`src/rtl/pe_stream_if.sv`:
```
// Stream bundle for pe_stream: input beats (LANES input/weight pairs per
// beat) and the single-word result, both with valid/ready handshakes.
// slave = the PE side, master = the producer/consumer side.
interface pe_stream_if #(
  parameter int DATA_W = 8,
  parameter int LANES  = 4
);
  logic                           in_valid;
  logic                           in_ready;
  logic [LANES-1:0][DATA_W-1:0]   in_data;
  logic [LANES-1:0][DATA_W-1:0]   w_data;
  logic                           out_valid;
  logic                           out_ready;
  logic [DATA_W-1:0]              out_data;

  modport slave  (input  in_valid, in_data, w_data, out_ready,
                  output in_ready, out_valid, out_data);
  modport master (output in_valid, in_data, w_data, out_ready,
                  input  in_ready, out_valid, out_data);
endinterface

```
`src/rtl/pe_stream.sv`:
```
// pe_stream: sequential neuron, out = sat(bias + sum(in_i * w_i)), with
// sign-magnitude operands streamed LANES pairs per beat.
// Optional macro PE_RELU_EN: negative saturated results are emitted as +0.

// One lane: signed product of two sign-magnitude words, zero when inactive.
module pe_lane #(
  parameter int DATA_W = 8,
  parameter int ACC_W  = 24
) (
  input  logic [DATA_W-1:0] i_in,
  input  logic [DATA_W-1:0] i_w,
  input  logic              i_act,
  output logic [ACC_W-1:0]  o_prod
);
  localparam int MW = 2*(DATA_W-1);

  logic [MW-1:0]    w_mag;
  logic [ACC_W-1:0] w_ext;
  logic             w_neg;

  assign w_mag  = MW'(i_in[DATA_W-2:0]) * MW'(i_w[DATA_W-2:0]);
  assign w_ext  = {{(ACC_W-MW){1'b0}}, w_mag};
  assign w_neg  = i_in[DATA_W-1] ^ i_w[DATA_W-1];
  // a zero magnitude negates to zero, so negative zero needs no special case
  assign o_prod = !i_act ? '0 : (w_neg ? (~w_ext + 1'b1) : w_ext);
endmodule

module pe_stream #(
  parameter int DATA_W     = 8,
  parameter int LANES      = 4,
  parameter int MAX_INPUTS = 62,
  parameter int ACC_W      = 24,
  localparam int CNT_W     = $clog2(MAX_INPUTS+1)
) (
  input  logic              clk,
  input  logic              rst_n,
  input  logic              start,
  input  logic [CNT_W-1:0]  n_inputs,
  input  logic [DATA_W-1:0] bias,
  output logic              busy,
  pe_stream_if.slave        bus
);
  typedef enum logic [1:0] {S_IDLE, S_ACC, S_OUT} state_t;

  localparam logic signed [ACC_W-1:0] MAXV    = ACC_W'(2**(DATA_W-1)-1);
  localparam logic [CNT_W-1:0]        MAX_C   = CNT_W'(MAX_INPUTS);
  localparam logic [CNT_W-1:0]        LANES_C = CNT_W'(LANES);

  state_t                   r_state, w_state_nxt;
  logic signed [ACC_W-1:0]  r_acc, w_acc_nxt;
  logic [CNT_W-1:0]         r_rem, w_rem_nxt;
  logic [DATA_W-1:0]        r_out;

  logic                     w_fire;
  logic                     w_last;
  logic [CNT_W-1:0]         w_rem_init;
  logic [CNT_W-1:0]         w_step;
  logic [ACC_W-1:0]         w_bias_mag;
  logic signed [ACC_W-1:0]  w_bias_ext;
  logic [LANES-1:0]         w_act;
  logic [LANES-1:0][ACC_W-1:0] w_prod;
  logic signed [ACC_W-1:0]  w_sum;

  // Clamp to +/-(2^(DATA_W-1)-1) and re-encode as sign-magnitude; zero is +0.
  function automatic logic [DATA_W-1:0] sat_sm(input logic signed [ACC_W-1:0] a);
    logic signed [ACC_W-1:0] m;
    logic [DATA_W-1:0]       r;
    m = (a < 0) ? -a : a;
    if (m > MAXV) r = {(a < 0), {(DATA_W-1){1'b1}}};
    else          r = {(a < 0), m[DATA_W-2:0]};
`ifdef PE_RELU_EN
    if (a < 0) r = '0;
`endif
    return r;
  endfunction

  // handshake outputs decode straight from the state register
  assign busy          = (r_state != S_IDLE);
  assign bus.in_ready  = (r_state == S_ACC);
  assign bus.out_valid = (r_state == S_OUT);
  assign bus.out_data  = r_out;

  assign w_fire     = (r_state == S_ACC) && bus.in_valid;
  assign w_rem_init = (n_inputs > MAX_C) ? MAX_C : n_inputs;
  assign w_step     = (r_rem < LANES_C) ? r_rem : LANES_C;
  assign w_last     = (r_rem <= LANES_C);
  assign w_bias_mag = {{(ACC_W-DATA_W+1){1'b0}}, bias[DATA_W-2:0]};
  assign w_bias_ext = bias[DATA_W-1] ? -$signed(w_bias_mag) : $signed(w_bias_mag);

  for (genvar k = 0; k < LANES; k++) begin : g_lane
    assign w_act[k] = (r_state == S_ACC) && (r_rem > CNT_W'(k));
    pe_lane #(.DATA_W(DATA_W), .ACC_W(ACC_W)) u_lane (
      .i_in   (bus.in_data[k]),
      .i_w    (bus.w_data[k]),
      .i_act  (w_act[k]),
      .o_prod (w_prod[k])
    );
  end

  // Adder tree over the lane products (inactive lanes already zeroed).
  always_comb begin
    w_sum = '0;
    for (int k = 0; k < LANES; k++) w_sum = w_sum + $signed(w_prod[k]);
  end

  // State register.
  always_ff @(posedge clk or negedge rst_n) begin
    if (!rst_n) r_state <= S_IDLE;
    else        r_state <= w_state_nxt;
  end

  // Next-state logic.
  always_comb begin
    w_state_nxt = r_state;
    case (r_state)
      S_IDLE: if (start) w_state_nxt = (w_rem_init == '0) ? S_OUT : S_ACC;
      S_ACC:  if (w_fire && w_last) w_state_nxt = S_OUT;
      S_OUT:  if (bus.out_ready) w_state_nxt = S_IDLE;
      default: w_state_nxt = S_IDLE;
    endcase
  end

  // Next accumulator / remaining count.
  always_comb begin
    w_acc_nxt = r_acc;
    w_rem_nxt = r_rem;
    if (r_state == S_IDLE && start) begin
      w_acc_nxt = w_bias_ext;
      w_rem_nxt = w_rem_init;
    end else if (w_fire) begin
      w_acc_nxt = r_acc + w_sum;
      w_rem_nxt = r_rem - w_step;
    end
  end

  // Datapath registers; the result word is latched once on entry to OUT so
  // it stays stable however long out_ready is held low.
  always_ff @(posedge clk or negedge rst_n) begin
    if (!rst_n) begin
      r_acc <= '0;
      r_rem <= '0;
      r_out <= '0;
    end else begin
      r_acc <= w_acc_nxt;
      r_rem <= w_rem_nxt;
      if (w_state_nxt == S_OUT && r_state != S_OUT) r_out <= sat_sm(w_acc_nxt);
    end
  end
endmodule
```
`src/flat_wrapper.sv`:
```
// flat-port wrapper written by rule: the top's interface ports become plain ports
module pe_stream_flat 
#(
  parameter int DATA_W     = 8,
  parameter int LANES      = 4,
  parameter int MAX_INPUTS = 62,
  parameter int ACC_W      = 24,
  localparam int CNT_W     = $clog2(MAX_INPUTS+1)
)
  (clk, rst_n, start, n_inputs, bias, busy, bus_in_valid, bus_in_data, bus_w_data, bus_out_ready, bus_in_ready, bus_out_valid, bus_out_data);
  pe_stream_if #(.DATA_W(DATA_W), .LANES(LANES)) bus_i ();
  input  logic clk;
  input  logic rst_n;
  input  logic start;
  input  logic [CNT_W-1:0] n_inputs;
  input  logic [DATA_W-1:0] bias;
  output logic busy;
  input wire logic [$bits(bus_i.in_valid)-1:0] bus_in_valid;
  input wire logic [$bits(bus_i.in_data)-1:0] bus_in_data;
  input wire logic [$bits(bus_i.w_data)-1:0] bus_w_data;
  input wire logic [$bits(bus_i.out_ready)-1:0] bus_out_ready;
  output wire logic [$bits(bus_i.in_ready)-1:0] bus_in_ready;
  output wire logic [$bits(bus_i.out_valid)-1:0] bus_out_valid;
  output wire logic [$bits(bus_i.out_data)-1:0] bus_out_data;
  assign bus_i.in_valid = bus_in_valid;
  assign bus_i.in_data = bus_in_data;
  assign bus_i.w_data = bus_w_data;
  assign bus_i.out_ready = bus_out_ready;
  assign bus_in_ready = bus_i.in_ready;
  assign bus_out_valid = bus_i.out_valid;
  assign bus_out_data = bus_i.out_data;
  pe_stream #(.DATA_W(DATA_W), .LANES(LANES), .MAX_INPUTS(MAX_INPUTS), .ACC_W(ACC_W)) u_core (.clk(clk), .rst_n(rst_n), .start(start), .n_inputs(n_inputs), .bias(bias), .busy(busy), .bus(bus_i));
endmodule
```
`config.mk`:
```
export PLATFORM = sky130hd
export DESIGN_NAME = pe_stream_flat
export DESIGN_NICKNAME = d
export VERILOG_FILES = /design/src/rtl/pe_stream_if.sv /design/src/rtl/pe_stream.sv /design/src/flat_wrapper.sv
export SDC_FILE = /design/constraint.sdc
export NUM_CORES = 1
export LEC_CHECK = 0
export CAP_MARGIN = 5
export CORE_AREA = 2 2 238 240
export CTS_BUF_LIST = sky130_fd_sc_hd__clkbuf_4
export DETAILED_ROUTE_END_ITERATION = 6
export DIE_AREA = 0 0 240 242
export SLEW_MARGIN = 30
export SYNTH_ARGS = -nofsm -noshare
export SYNTH_HDL_FRONTEND = slang
export SYNTH_SLANG_ARGS = --single-unit
export TNS_END_PERCENT = 50
```
`constraint.sdc`:
```
create_clock -name clk -period 11.5 [get_ports clk]
set_clock_uncertainty 0.15 [all_clocks]
set_input_delay 1.15 -clock clk [delete_from_list [all_inputs] [get_ports clk]]
set_output_delay 1.15 -clock clk [all_outputs]
set_load 0.005 [all_outputs]
```
==> results of run 1 <==
-- worst max-delay path: cells and delay by family --
family / cells / cell delay, ns
AO/OA/AOI/OAI: 13 / 2.32
XOR/XNOR: 1 / 0.14
adder cells (fa/ha/maj): 9 / 4.30
AND/OR/NAND/NOR: 7 / 2.23
buffers and inverters: 7 / 0.99
-- cell usage after synthesis (11+ instances only) --
library cell	count
sky130_fd_sc_hd__and3_1	12
sky130_fd_sc_hd__a31oi_1	18
sky130_fd_sc_hd__nand2b_1	12
sky130_fd_sc_hd__o31a_1	11
sky130_fd_sc_hd__nor3b_1	11
sky130_fd_sc_hd__nand3_1	14
sky130_fd_sc_hd__fa_1	163
sky130_fd_sc_hd__dfrtp_1	40
sky130_fd_sc_hd__nor2_1	99
sky130_fd_sc_hd__a211oi_1	16
sky130_fd_sc_hd__a21boi_0	12
sky130_fd_sc_hd__o21ai_0	60
sky130_fd_sc_hd__o21a_1	18
sky130_fd_sc_hd__xnor2_1	65
sky130_fd_sc_hd__o22ai_1	12
sky130_fd_sc_hd__a21oi_1	84
sky130_fd_sc_hd__nand2_1	153
sky130_fd_sc_hd__xor2_1	35
sky130_fd_sc_hd__inv_1	247
sky130_fd_sc_hd__nor4_1	17
sky130_fd_sc_hd__or3_1	21
sky130_fd_sc_hd__ha_1	160
sky130_fd_sc_hd__clkbuf_1	21
sky130_fd_sc_hd__and2_1	148
sky130_fd_sc_hd__a21o_1	16
sky130_fd_sc_hd__nor3_1	30
-- state kept, by name, summed over array words and instances (netlist names) --
signal / count
u_core.r_acc: 24
u_core.bus.out_data: 8
u_core.r_rem: 6
u_core.r_state: 2
-- through the flow --
step / setup slack (ns) / utilization (%) / area, um2 / std cells
final: 0.470 / 29.5 / 16400 / 2615
after global routing: 0.00125 / 29.5 / 16400 / 2614
after CTS: 0.166 / 29.3 / 16300 / 2614
after detailed placement: -0.226 / 29.2 / 16300 / 2606
after global placement: -0.0675 / 29.2 / 16300 / 2606
after floorplan: 0.930 / - / 13700 / 1682
-- kinds of logic (layout without fill, tap and decap cells) --
group                      after synthesis  count (layout)  share of synthesized area [%]
and+or+nand+nor                        577             577                           22.1
AOI/OAI and AO/OA                      345             345                           16.9
adders and majority gates              323             323                           38.4
buffers and inverters                  286             462                           8.06
xor gates and xnor gates               100             100                           6.38
DFF                                     40              40                           7.30
muxes                                   10              10                          0.839
other                                    1               2                         0.0273
-- layout make-up --
cell class	count	area, um2	share of cell area [%]
multi-input cells	1356	11700	71.3
repair buffers	205	1770	10.8
flip-flops and latches	40	1000	6.10
well taps	756	946	5.76
inverters	249	935	5.69
clock buffers	5	37.5	0.229
clock inverters	3	18.8	0.114
diodes	1	2.50	0.0152
-- worst max path at each step --
stage                    from                                  to  slack (ns)  depth (start not counted)
6_report       bus_w_data[14]  u_core.bus.out_data[3]$_DFFE_PN0P_        0.47                         37
4_1_cts        bus_w_data[14]  u_core.bus.out_data[5]$_DFFE_PN0P_        0.17                         37
3_5_place_dp   bus_w_data[14]  u_core.bus.out_data[5]$_DFFE_PN0P_       -0.23                         37
5_1_grt        bus_w_data[14]  u_core.bus.out_data[1]$_DFFE_PN0P_       0.001                         37
2_1_floorplan  bus_w_data[27]  u_core.bus.out_data[1]$_DFFE_PN0P_        0.93                         35
3_3_place_gp   bus_w_data[14]  u_core.bus.out_data[5]$_DFFE_PN0P_       -0.07                         37
-- layer usage --
layer	vias to the layer above	track usage, %	share of wire [%]
li1	6026	-	-
met1	6026	16.5	44
met2	258	23.2	49
met3	67	1.13	3.7
met4	0	4.18	3.4
met5	-	0	0
==> flow_summary.rst, run 1 <==
.. list-table::
   :header-rows: 1

   * - Metric
     - Value
   * - Area of the core
     - 55,700 um2
   * - Chip width
     - 240 um
   * - Proportion of register bits with asynchronous set or reset after synthesis
     - 100%
   * - Sink count of the clock tree
     - 40
   * - Number of cells traversed by the worst hold path
     - 2
   * - Chip Height
     - 242 um
   * - Avg Vias per Cell
     - 4.73
   * - Clock period minus worst slack
     - 11.03 ns
   * - Via count of the first global-routing pass
     - 12,831
   * - Number of fill cells
     - 5,960
   * - Final Cycle Share
     - 95.9%
   * - TritonCTS Buffers
     - 5
   * - Number of enable-type register cells in the synthesized netlist
     - 0
   * - H-Tree Depth
     - 2
   * - Nets
     - 2,263
   * - Hold Crit Start
     - u_core.r_rem[5]$_DFFE_PN0P_
   * - Register clock-pin slew on the reported worst setup and hold paths
     - 0.14 ns
   * - Share of the synthesized area in the top cell type
     - 23.8%
   * - Number of setup violations in the final report
     - 0
   * - Final ANT Viol Nets
     - 0
   * - Mapped Nets
     - 2,088
   * - Most used cells in the layout excluding fill and tap cells
     - sky130_fd_sc_hd__inv_1 (247), sky130_fd_sc_hd__fa_1 (163), sky130_fd_sc_hd__ha_1 (160)
   * - Final routed wire length divided by cell count
     - 14.3 um
   * - Startpoint type of the worst setup path
     - input port
   * - Setup repair after global routing missed its margin
     - no
   * - Cell area after synthesis
     - 13,700 um2
   * - Signed area change from the synthesized netlist to the final layout
     - 19.7%
   * - Std cell rows
     - 87
   * - HPWL after detailed placement
     - 32.7 mm
   * - Grt ovf
     - 0
   * - Origin of the critical flop-to-flop path
     - u_core.r_state[0]$_DFF_PN0_
   * - Number of setup buffers added after CTS
     - 0
   * - Slew Limit Headroom
     - 39.2%
   * - First-pass detailed-route iteration total
     - 5
   * - Via count
     - 12,377
   * - Wire length of the first global-routing pass
     - 62.9 mm
   * - Required arrival time at the worst endpoint
     - 11.62 ns
   * - Part of the Yosys area used for sequential elements
     - 7.30%
   * - Pin count of the biggest net entering global routing
     - 41
   * - Tightest hold margin
     - 0.415 ns
   * - Most common cell type on the critical path
     - sky130_fd_sc_hd__fa_1
   * - Cells on worst reg2reg path
     - 24
   * - WS Path Type
     - in -> reg
   * - Leading register cell type out of synthesis
     - sky130_fd_sc_hd__dfrtp_1
   * - Synthesized instance count
     - 1,682
   * - Resized cells post-CTS
     - 0
   * - Most common library cell in the layout ignoring fill and taps
     - sky130_fd_sc_hd__inv_1
   * - Routability congestion estimate
     - 0.908
   * - Residual DRC count
     - 0
   * - Kind of path behind the tightest hold check
     - reg -> reg
   * - Pin slew with the least headroom to its limit
     - 0.913 ns
   * - Number of pins exceeding their max-slew limit in the final report
     - 0
   * - Result of the run
     - finished clean
   * - Clock tree root buffer cell
     - sky130_fd_sc_hd__clkbuf_4
   * - Number of hold-repair buffers added at the cts stage
     - 0
   * - Endpoint type of the worst setup path
     - register
   * - Effective utilization at floorplan
     - 24.6%
   * - Number of distinct library cell variants in the gate-level netlist after synthesis
     - 89
   * - Minimum setup slack among reg-to-reg paths
     - 3.10 ns
   * - Clock tree from TritonCTS
     - built
   * - Worst endpoint data arrival time
     - 11.15 ns
   * - CP max FO
     - 7
   * - Register bit total from synthesis
     - 40
   * - Post-synthesis cell type with the largest combined area
     - sky130_fd_sc_hd__fa_1
   * - Final WL
     - 37.5 mm
   * - Largest cells by area after synthesis
     - sky130_fd_sc_hd__fa_1 (24%), sky130_fd_sc_hd__ha_1 (15%), sky130_fd_sc_hd__dfrtp_1 (7.3%)
   * - Number of hold violations in the final report
     - 0
   * - Total Die Area
     - 58,100 um2
   * - Hold path endpoint
     - u_core.r_rem[5]$_DFFE_PN0P_
   * - Max-capacitance violation count
     - 0
   * - Worst reg2reg endpoint
     - u_core.bus.out_data[3]$_DFFE_PN0P_
   * - Clock latency on the worst-skew pair
     - 0.38 ns
   * - Initial antenna violation count
     - 0
   * - Average instance area after synthesis
     - 8.16 um2
   * - Gr usage total
     - 13.0%
   * - Maximum cell stage delay along the critical path
     - 0.62 ns
   * - Peak clock frequency supported by timing
     - 0.0907 GHz
   * - Proportion of layout cells with a drive suffix above 1
     - 9.63%
   * - CP max-delay cell
     - sky130_fd_sc_hd__or4b_4
   * - Setup total negative slack
     - 0 ns
   * - Max Buffers Root-to-Sink
     - 2
   * - Count of synthesis-stage warnings from yosys
     - 0
   * - First DRT Iteration DRCs
     - 660
   * - PortBufs
     - 93
   * - Top-level port count
     - 94
Power of run 1 is not shown: default switching activity piles up to over one toggle a cycle in this logic, so the estimate is an artifact.
==> run 2, diff against run 1 <==
--- a/config.mk
+++ b/config.mk
@@ -6,10 +6,11 @@
 export NUM_CORES = 1
 export LEC_CHECK = 0
 export CAP_MARGIN = 5
-export CORE_AREA = 2 2 238 240
+export CORE_AREA = 2 2 168 129
 export CTS_BUF_LIST = sky130_fd_sc_hd__clkbuf_4
 export DETAILED_ROUTE_END_ITERATION = 6
-export DIE_AREA = 0 0 240 242
+export DIE_AREA = 0 0 170 131
+export PLACE_DENSITY = 0.89
 export SLEW_MARGIN = 30
 export SYNTH_ARGS = -nofsm -noshare
 export SYNTH_HDL_FRONTEND = slang
==> run 2 against run 1 <==
Compared with the run above: cell area fell by 2.7%; fmax fell by 1.7%; die area fell by 62%; non-clock buffer count rose by 13; sequential cell count did not move; largest cell class unchanged; routed wire length fell by 2.3%.
==> flow_summary.rst, run 2 (same netlist as run 1, synthesis figures left out) <==
.. list-table::
   :header-rows: 1

   * - Metric
     - Value
   * - Final WL
     - 36.6 mm
   * - Post-place setup slack
     - -0.284 ns
   * - Most common library cell in the layout ignoring fill and taps
     - sky130_fd_sc_hd__inv_1
   * - Tightest hold margin
     - 0.391 ns
   * - Most common cell type on the critical path
     - sky130_fd_sc_hd__fa_1
   * - Gr usage total
     - 33.7%
   * - Number of fill cells
     - 1,435
   * - Final routed wire length divided by cell count
     - 17.2 um
   * - HPWL after detailed placement
     - 31.0 mm
   * - Chip Height
     - 131 um
   * - CP max-delay cell
     - sky130_fd_sc_hd__fa_1
   * - Worst path buffer plus inverter count
     - 9
   * - Total Die Area
     - 22,300 um2
   * - Std cell rows
     - 46
   * - Number of hold-repair buffers added at the cts stage
     - 0
   * - Number of hold violations in the final report
     - 0
   * - Required arrival time at the worst endpoint
     - 11.61 ns
   * - Effective utilization at floorplan
     - 66.2%
   * - Chip width
     - 170 um
   * - Register clock-pin slew on the reported worst setup and hold paths
     - 0.12 ns
   * - First DRT Iteration DRCs
     - 1,181
   * - Clock period minus worst slack
     - 11.22 ns
   * - Startpoint type of the worst setup path
     - input port
   * - CP max FO
     - 7
   * - Residual DRC count
     - 0
   * - WS Path Type
     - in -> reg
   * - Final ANT Viol Nets
     - 0
   * - Antenna diode count
     - 0
   * - Design Area, Final
     - 16,000 um2
   * - Kind of path behind the tightest hold check
     - reg -> reg
   * - Area of the core
     - 20,700 um2
   * - Clock tree root buffer cell
     - sky130_fd_sc_hd__clkbuf_4
   * - Pin slew with the least headroom to its limit
     - 1.00 ns
   * - Final worst setup slack
     - 0.280 ns
   * - First-pass detailed-route iteration total
     - 6
   * - Maximum cell stage delay along the critical path
     - 0.56 ns
   * - Initial antenna violation count
     - 0
   * - Pin count of the biggest net entering global routing
     - 41
   * - Top-level port count
     - 94
   * - Post-Place Cell Area
     - 15,700 um2
   * - Max-capacitance violation count
     - 0
   * - Largest reg by FF count
     - u_core.r_acc
   * - Proportion of layout cells with a drive suffix above 1
     - 10.7%
   * - Endpoint type of the worst setup path
     - register
   * - Clock latency on the worst-skew pair
     - 0.38 ns
   * - TritonCTS Buffers
     - 5
   * - Sequential cell area
     - 1000 um2
   * - Nets
     - 2,276
   * - Via count of the first global-routing pass
     - 13,026
   * - Worst path top cell family by delay
     - adder cells
   * - Number of pins exceeding their max-slew limit in the final report
     - 0
   * - Peak clock frequency supported by timing
     - 0.0891 GHz
   * - Worst endpoint data arrival time
     - 11.33 ns
   * - Number of setup violations in the final report
     - 0
   * - Final Cycle Share
     - 97.6%
   * - Multi-input logic area
     - 11,800 um2
   * - Result of the run
     - finished clean
   * - Routability congestion estimate
     - 0.970
   * - Grt ovf
     - 0
   * - Via count
     - 13,014
   * - Sink count of the clock tree
     - 40
   * - Max Buffers Root-to-Sink
     - 2
   * - Slew Limit Headroom
     - 32.8%
   * - H-Tree Depth
     - 2
   * - Most used cells in the layout excluding fill and tap cells
     - sky130_fd_sc_hd__inv_1 (247), sky130_fd_sc_hd__fa_1 (162), sky130_fd_sc_hd__ha_1 (160)
   * - Max FFs per register
     - 24
   * - Clock tree from TritonCTS
     - built
   * - PortBufs
     - 93
   * - Signed area change from the synthesized netlist to the final layout
     - 16.4%
   * - Avg Vias per Cell
     - 6.10
   * - Wire length of the first global-routing pass
     - 60.7 mm
==> run 2: cell types whose count changed in the layout (fill, tap and decap cells not counted), moves of 2 or more <==
cell                         before  now
sky130_fd_sc_hd__a21boi_0        10    7
sky130_fd_sc_hd__a21boi_1         2    4
sky130_fd_sc_hd__a311oi_1         7    2
sky130_fd_sc_hd__a311oi_2         0    5
sky130_fd_sc_hd__buf_4          113  126
sky130_fd_sc_hd__clkbuf_4         5    7
sky130_fd_sc_hd__clkinvlp_4       2    0
sky130_fd_sc_hd__o21ai_0         56   52
sky130_fd_sc_hd__o21ai_1          7   12
sky130_fd_sc_hd__o311ai_2         0    2
==> run 2: cell type report <==
cell class | instances | share of cell area (%)
inverter | 249 | 5.85
clock buffer | 7 | 0.329
timing repair buffer | 218 | 11.7
sequential | 40 | 6.27
clock inverter | 1 | 0.0235
tap | 264 | 2.07
multi-input combinational | 1356 | 73.8
==> run 2: timing repair <==
item / in CTS / in global routing
endpoints found under the setup margin: 0 / 7
buffers inserted: 0 / 3
gates resized for setup: 0 / 47
==> run 2: routing by layer <==
layer  wire, um  track usage, %  vias up  share of wire, %
met1      15700            45.2     6279                43
met5          0               0        -                 0
li1           -               -     6069                 -
met4        735            7.79        0               2.0
met2      16900            56.8      591                46
met3       3320            6.78       75               9.1
==> run 2: tightest hold or removal path, cell delays in order, from the launching register on <==
cell	delay [ns]
sky130_fd_sc_hd__dfrtp_1	0.36
sky130_fd_sc_hd__nor2_1	0.05
sky130_fd_sc_hd__a21oi_1	0.10
==> run 2: through the flow <==
step	instances	util, %	TNS [ns]
after floorplan	1682	-	0
after global placement	2124	75.9	-0.0357
after detailed placement	2124	75.9	-1.92
after CTS	2132	76.1	0
after global routing	2135	77.1	-0.0117
final	2135	77.1	0
==> run 2: worst paths after layout <==
kind,end,start,slack [ns],depth (start not counted)
worst max-delay path,u_core.bus.out_data[4]$_DFFE_PN0P_,bus_w_data[27],0.28,38
worst min-delay path,u_core.bus.out_data[7]$_DFFE_PN0P_,u_core.bus.out_data[7]$_DFFE_PN0P_,0.39,2
worst max register to register,u_core.bus.out_data[4]$_DFFE_PN0P_,u_core.r_state[0]$_DFF_PN0_,3.29,24
worst min register to register,u_core.bus.out_data[7]$_DFFE_PN0P_,u_core.bus.out_data[7]$_DFFE_PN0P_,0.39,2
max in group asynchronous,u_core.bus.out_data[7]$_DFFE_PN0P_,rst_n,10.24,1
min in group asynchronous,u_core.r_state[0]$_DFF_PN0_,rst_n,0.57,1
Power of run 2 is left out for the same reason.
==> run 3, diff against run 2 <==
--- a/config.mk
+++ b/config.mk
@@ -6,13 +6,14 @@
 export NUM_CORES = 1
 export LEC_CHECK = 0
 export CAP_MARGIN = 5
-export CORE_AREA = 2 2 168 129
+export CORE_AREA = 2 2 173 133
 export CTS_BUF_LIST = sky130_fd_sc_hd__clkbuf_4
 export DETAILED_ROUTE_END_ITERATION = 6
-export DIE_AREA = 0 0 170 131
-export PLACE_DENSITY = 0.89
+export DIE_AREA = 0 0 175 135
+export PLACE_DENSITY = 0.9
 export SLEW_MARGIN = 30
 export SYNTH_ARGS = -nofsm -noshare
 export SYNTH_HDL_FRONTEND = slang
+export SYNTH_HIERARCHICAL = 1
 export SYNTH_SLANG_ARGS = --single-unit
 export TNS_END_PERCENT = 50
==> run 3 against run 2 <==
Compared with the run above: synthesized cell count rose by 11%; final cell count rose by 4.2%; hold slack improved by 0.0077 ns; non-clock buffer count fell by 102; fmax rose by 1.1%; count of clock-buffer cells in the layout fell by 1; area after synthesis rose by 8.8%.
==> flow_summary.rst, run 3 <==
.. list-table::
   :header-rows: 1

   * - Metric
     - Value
   * - Clock tree root buffer cell
     - sky130_fd_sc_hd__clkbuf_4
   * - Via count
     - 13,577
   * - Count leader, synth
     - sky130_fd_sc_hd__inv_1
   * - CP max-delay cell
     - sky130_fd_sc_hd__fa_1
   * - Pin count of the biggest net entering global routing
     - 41
   * - PortBufs
     - 93
   * - HPWL after detailed placement
     - 32.1 mm
   * - Worst endpoint data arrival time
     - 11.17 ns
   * - Xor/xnor share of the synthesized area
     - 5.32%
   * - Final Non-Filler Cells
     - 2,224
   * - Post-place setup slack
     - 0.118 ns
   * - Gr usage total
     - 33.2%
   * - Slew Limit Headroom
     - 41.5%
   * - Chip width
     - 175 um
   * - Max-capacitance violation count
     - 0
   * - Clock latency on the worst-skew pair
     - 0.35 ns
   * - Resized cells post-CTS
     - 0
   * - First-pass detailed-route iteration total
     - 5
   * - Compound-Gate Fraction of Synth Area
     - 18.2%
   * - Simple-gate share of the synthesized area
     - 24.2%
   * - Clock tree from TritonCTS
     - built
   * - Final worst setup slack
     - 0.398 ns
   * - Pin slew with the least headroom to its limit
     - 0.875 ns
   * - Most common cell type on the critical path
     - sky130_fd_sc_hd__inv_1
   * - Residual DRC count
     - 0
   * - Adder and majority cell fraction of the synthesized area
     - 35.4%
   * - Initial antenna violation count
     - 0
   * - Proportion of layout cells with a drive suffix above 1
     - 5.70%
   * - Number of fill cells
     - 1,604
   * - Effective utilization at floorplan
     - 68.4%
   * - Signed area change from the synthesized netlist to the final layout
     - 8.52%
   * - Total Die Area
     - 23,600 um2
   * - Grt ovf
     - 0
   * - Number of enable-type register cells in the synthesized netlist
     - 0
   * - Final ANT Viol Nets
     - 0
   * - Nets
     - 2,337
   * - Startpoint type of the worst setup path
     - input port
   * - Sink count of the clock tree
     - 40
   * - Area of the core
     - 21,800 um2
   * - Number of setup violations in the final report
     - 0
   * - Result of the run
     - finished clean
   * - Kind of path behind the tightest hold check
     - reg -> reg
   * - Peak clock frequency supported by timing
     - 0.0901 GHz
   * - Sequential cell area
     - 1000 um2
   * - Multi-input logic area
     - 12,600 um2
   * - WS Path Type
     - in -> reg
   * - Max FFs per register
     - 24
   * - Proportion of register bits with asynchronous set or reset after synthesis
     - 100%
   * - Number of cells in the design after placement
     - 2,217
   * - Leading register cell type out of synthesis
     - sky130_fd_sc_hd__dfrtp_1
   * - Final WL
     - 38.1 mm
   * - Post-synthesis cell type with the largest combined area
     - sky130_fd_sc_hd__fa_1
   * - Largest reg by FF count
     - u_core/r_acc
   * - Number of setup buffers added after CTS
     - 0
   * - Final routed wire length divided by cell count
     - 17.1 um
   * - Routability congestion estimate
     - 0.973
   * - First DRT Iteration DRCs
     - 1,181
   * - Top-level port count
     - 94
   * - Maximum cell stage delay along the critical path
     - 0.54 ns
   * - Cell area after synthesis
     - 14,900 um2
   * - Avg Vias per Cell
     - 6.10
   * - Clock period minus worst slack
     - 11.10 ns
   * - Wire length of the first global-routing pass
     - 65.2 mm
   * - Count of synthesis-stage warnings from yosys
     - 6
   * - Most common library cell in the layout ignoring fill and taps
     - sky130_fd_sc_hd__inv_1
   * - Register clock-pin slew on the reported worst setup and hold paths
     - 0.12 ns
   * - Antenna diode count
     - 0
   * - Share of the synthesized area in the top cell type
     - 22.0%
   * - Synthesized instance count
     - 1,870
   * - Largest cells by area after synthesis
     - sky130_fd_sc_hd__fa_1 (22%), sky130_fd_sc_hd__ha_1 (13%), sky130_fd_sc_hd__inv_1 (7.3%)
   * - Register bit total from synthesis
     - 40
   * - Max Buffers Root-to-Sink
     - 2
   * - Largest family of logic cells by synthesized area
     - adder cells
   * - Required arrival time at the worst endpoint
     - 11.57 ns
   * - H-Tree Depth
     - 2
   * - Chip Height
     - 135 um
   * - Endpoint type of the worst setup path
     - register
   * - Number of hold violations in the final report
     - 0
   * - Number of pins exceeding their max-slew limit in the final report
     - 0
   * - Most used cells in the layout excluding fill and tap cells
     - sky130_fd_sc_hd__inv_1 (291), sky130_fd_sc_hd__fa_1 (164), sky130_fd_sc_hd__and2_1 (163)
   * - Part of the Yosys area used for sequential elements
     - 6.70%
   * - Leading cell types by count after synthesis
     - sky130_fd_sc_hd__inv_1 (291), sky130_fd_sc_hd__fa_1 (164), sky130_fd_sc_hd__and2_1 (163)
   * - Final Cycle Share
     - 96.5%
   * - Via count of the first global-routing pass
     - 13,336
   * - CP max FO
     - 9
   * - Average instance area after synthesis
     - 7.98 um2
   * - Number of distinct library cell variants in the gate-level netlist after synthesis
     - 99
   * - Multiplexer share of the synthesized area
     - 0.763%
   * - Number of hold-repair buffers added at the cts stage
     - 0
   * - Std cell rows
     - 47
   * - Mapped Nets
     - 2,277
   * - TritonCTS Buffers
     - 5
==> run 3: changes by cell type in the layout (fill, tap and decap cells not counted), sizes merged, moves of 14 or more <==
cell	previous run	this run
buf	126	24
nor3	32	54
a21oi	92	120
o21ai	65	79
inv	249	292
and2	148	170
xnor2	65	48
==> run 3: worst max-delay path, delay by kind of cell <==
kind | cells | cell delay [ns]
adders and majority gates | 9 | 4.42
AOI/OAI and AO/OA | 11 | 2.43
and+or+nand+nor | 5 | 1.38
buffers and inverters | 10 | 1.23
xor gates and xnor gates | 3 | 0.55
==> run 3: area by class of cell <==
class	instances	area share (%)
clock inverters	1	0.0309
flip-flops and latches	40	6.18
clock buffers	6	0.278
repair buffers	116	6.81
inverters	296	6.86
well taps	294	2.27
multi-input cells	1471	77.6
==> run 3: through the flow <==
stage	hold slack, ns	area, um2	TNS (ns)	utilization [%]
2_1_floorplan	0.349	14900	0	-
3_3_place_gp	0.355	16100	0	73.8
3_5_place_dp	0.360	16100	0	73.8
4_1_cts	0.396	16200	0	74.1
5_1_grt	0.417	16200	-0.0196	74.3
6_report	0.399	16200	0	74.3
==> run 3: cells by family after synthesis <==
| logic type | Yosys count |
|---|---|
| XOR/XNOR | 89 |
| other | 1 |
| multiplexers | 11 |
| AND/OR/NAND/NOR | 655 |
| buffers and inverters | 359 |
| AO/OA/AOI/OAI | 391 |
| adder cells (fa/ha/maj) | 324 |
| flip-flops | 40 |
==> run 3: final timing paths <==
path / slack [ns] / depth (start not counted) / end / from
worst max-delay path: 0.40 / 38 / u_core/bus.out_data[2]$_DFFE_PN0P_ / bus_in_data[11]
worst min-delay path: 0.40 / 2 / u_core/bus.out_data[3]$_DFFE_PN0P_ / u_core/bus.out_data[3]$_DFFE_PN0P_
worst max register to register: 3.74 / 27 / u_core/bus.out_data[2]$_DFFE_PN0P_ / u_core/r_rem[3]$_DFFE_PN0P_
worst min register to register: 0.40 / 2 / u_core/bus.out_data[3]$_DFFE_PN0P_ / u_core/bus.out_data[3]$_DFFE_PN0P_
max in group asynchronous: 10.22 / 1 / u_core/bus.out_data[1]$_DFFE_PN0P_ / rst_n
min in group asynchronous: 0.60 / 1 / u_core/r_acc[23]$_DFF_PN0_ / rst_n
==> run 3: per-layer routing <==
layer  GRT usage (%)  vias up  wire length [um]
met1            48.5     6481             16900
li1                -     6447                 -
met4            9.44        0              1050
met5               0        -                 0
met3            4.11       71              3100
met2            52.3      578             17000
Power of run 3 is left out for the same reason.
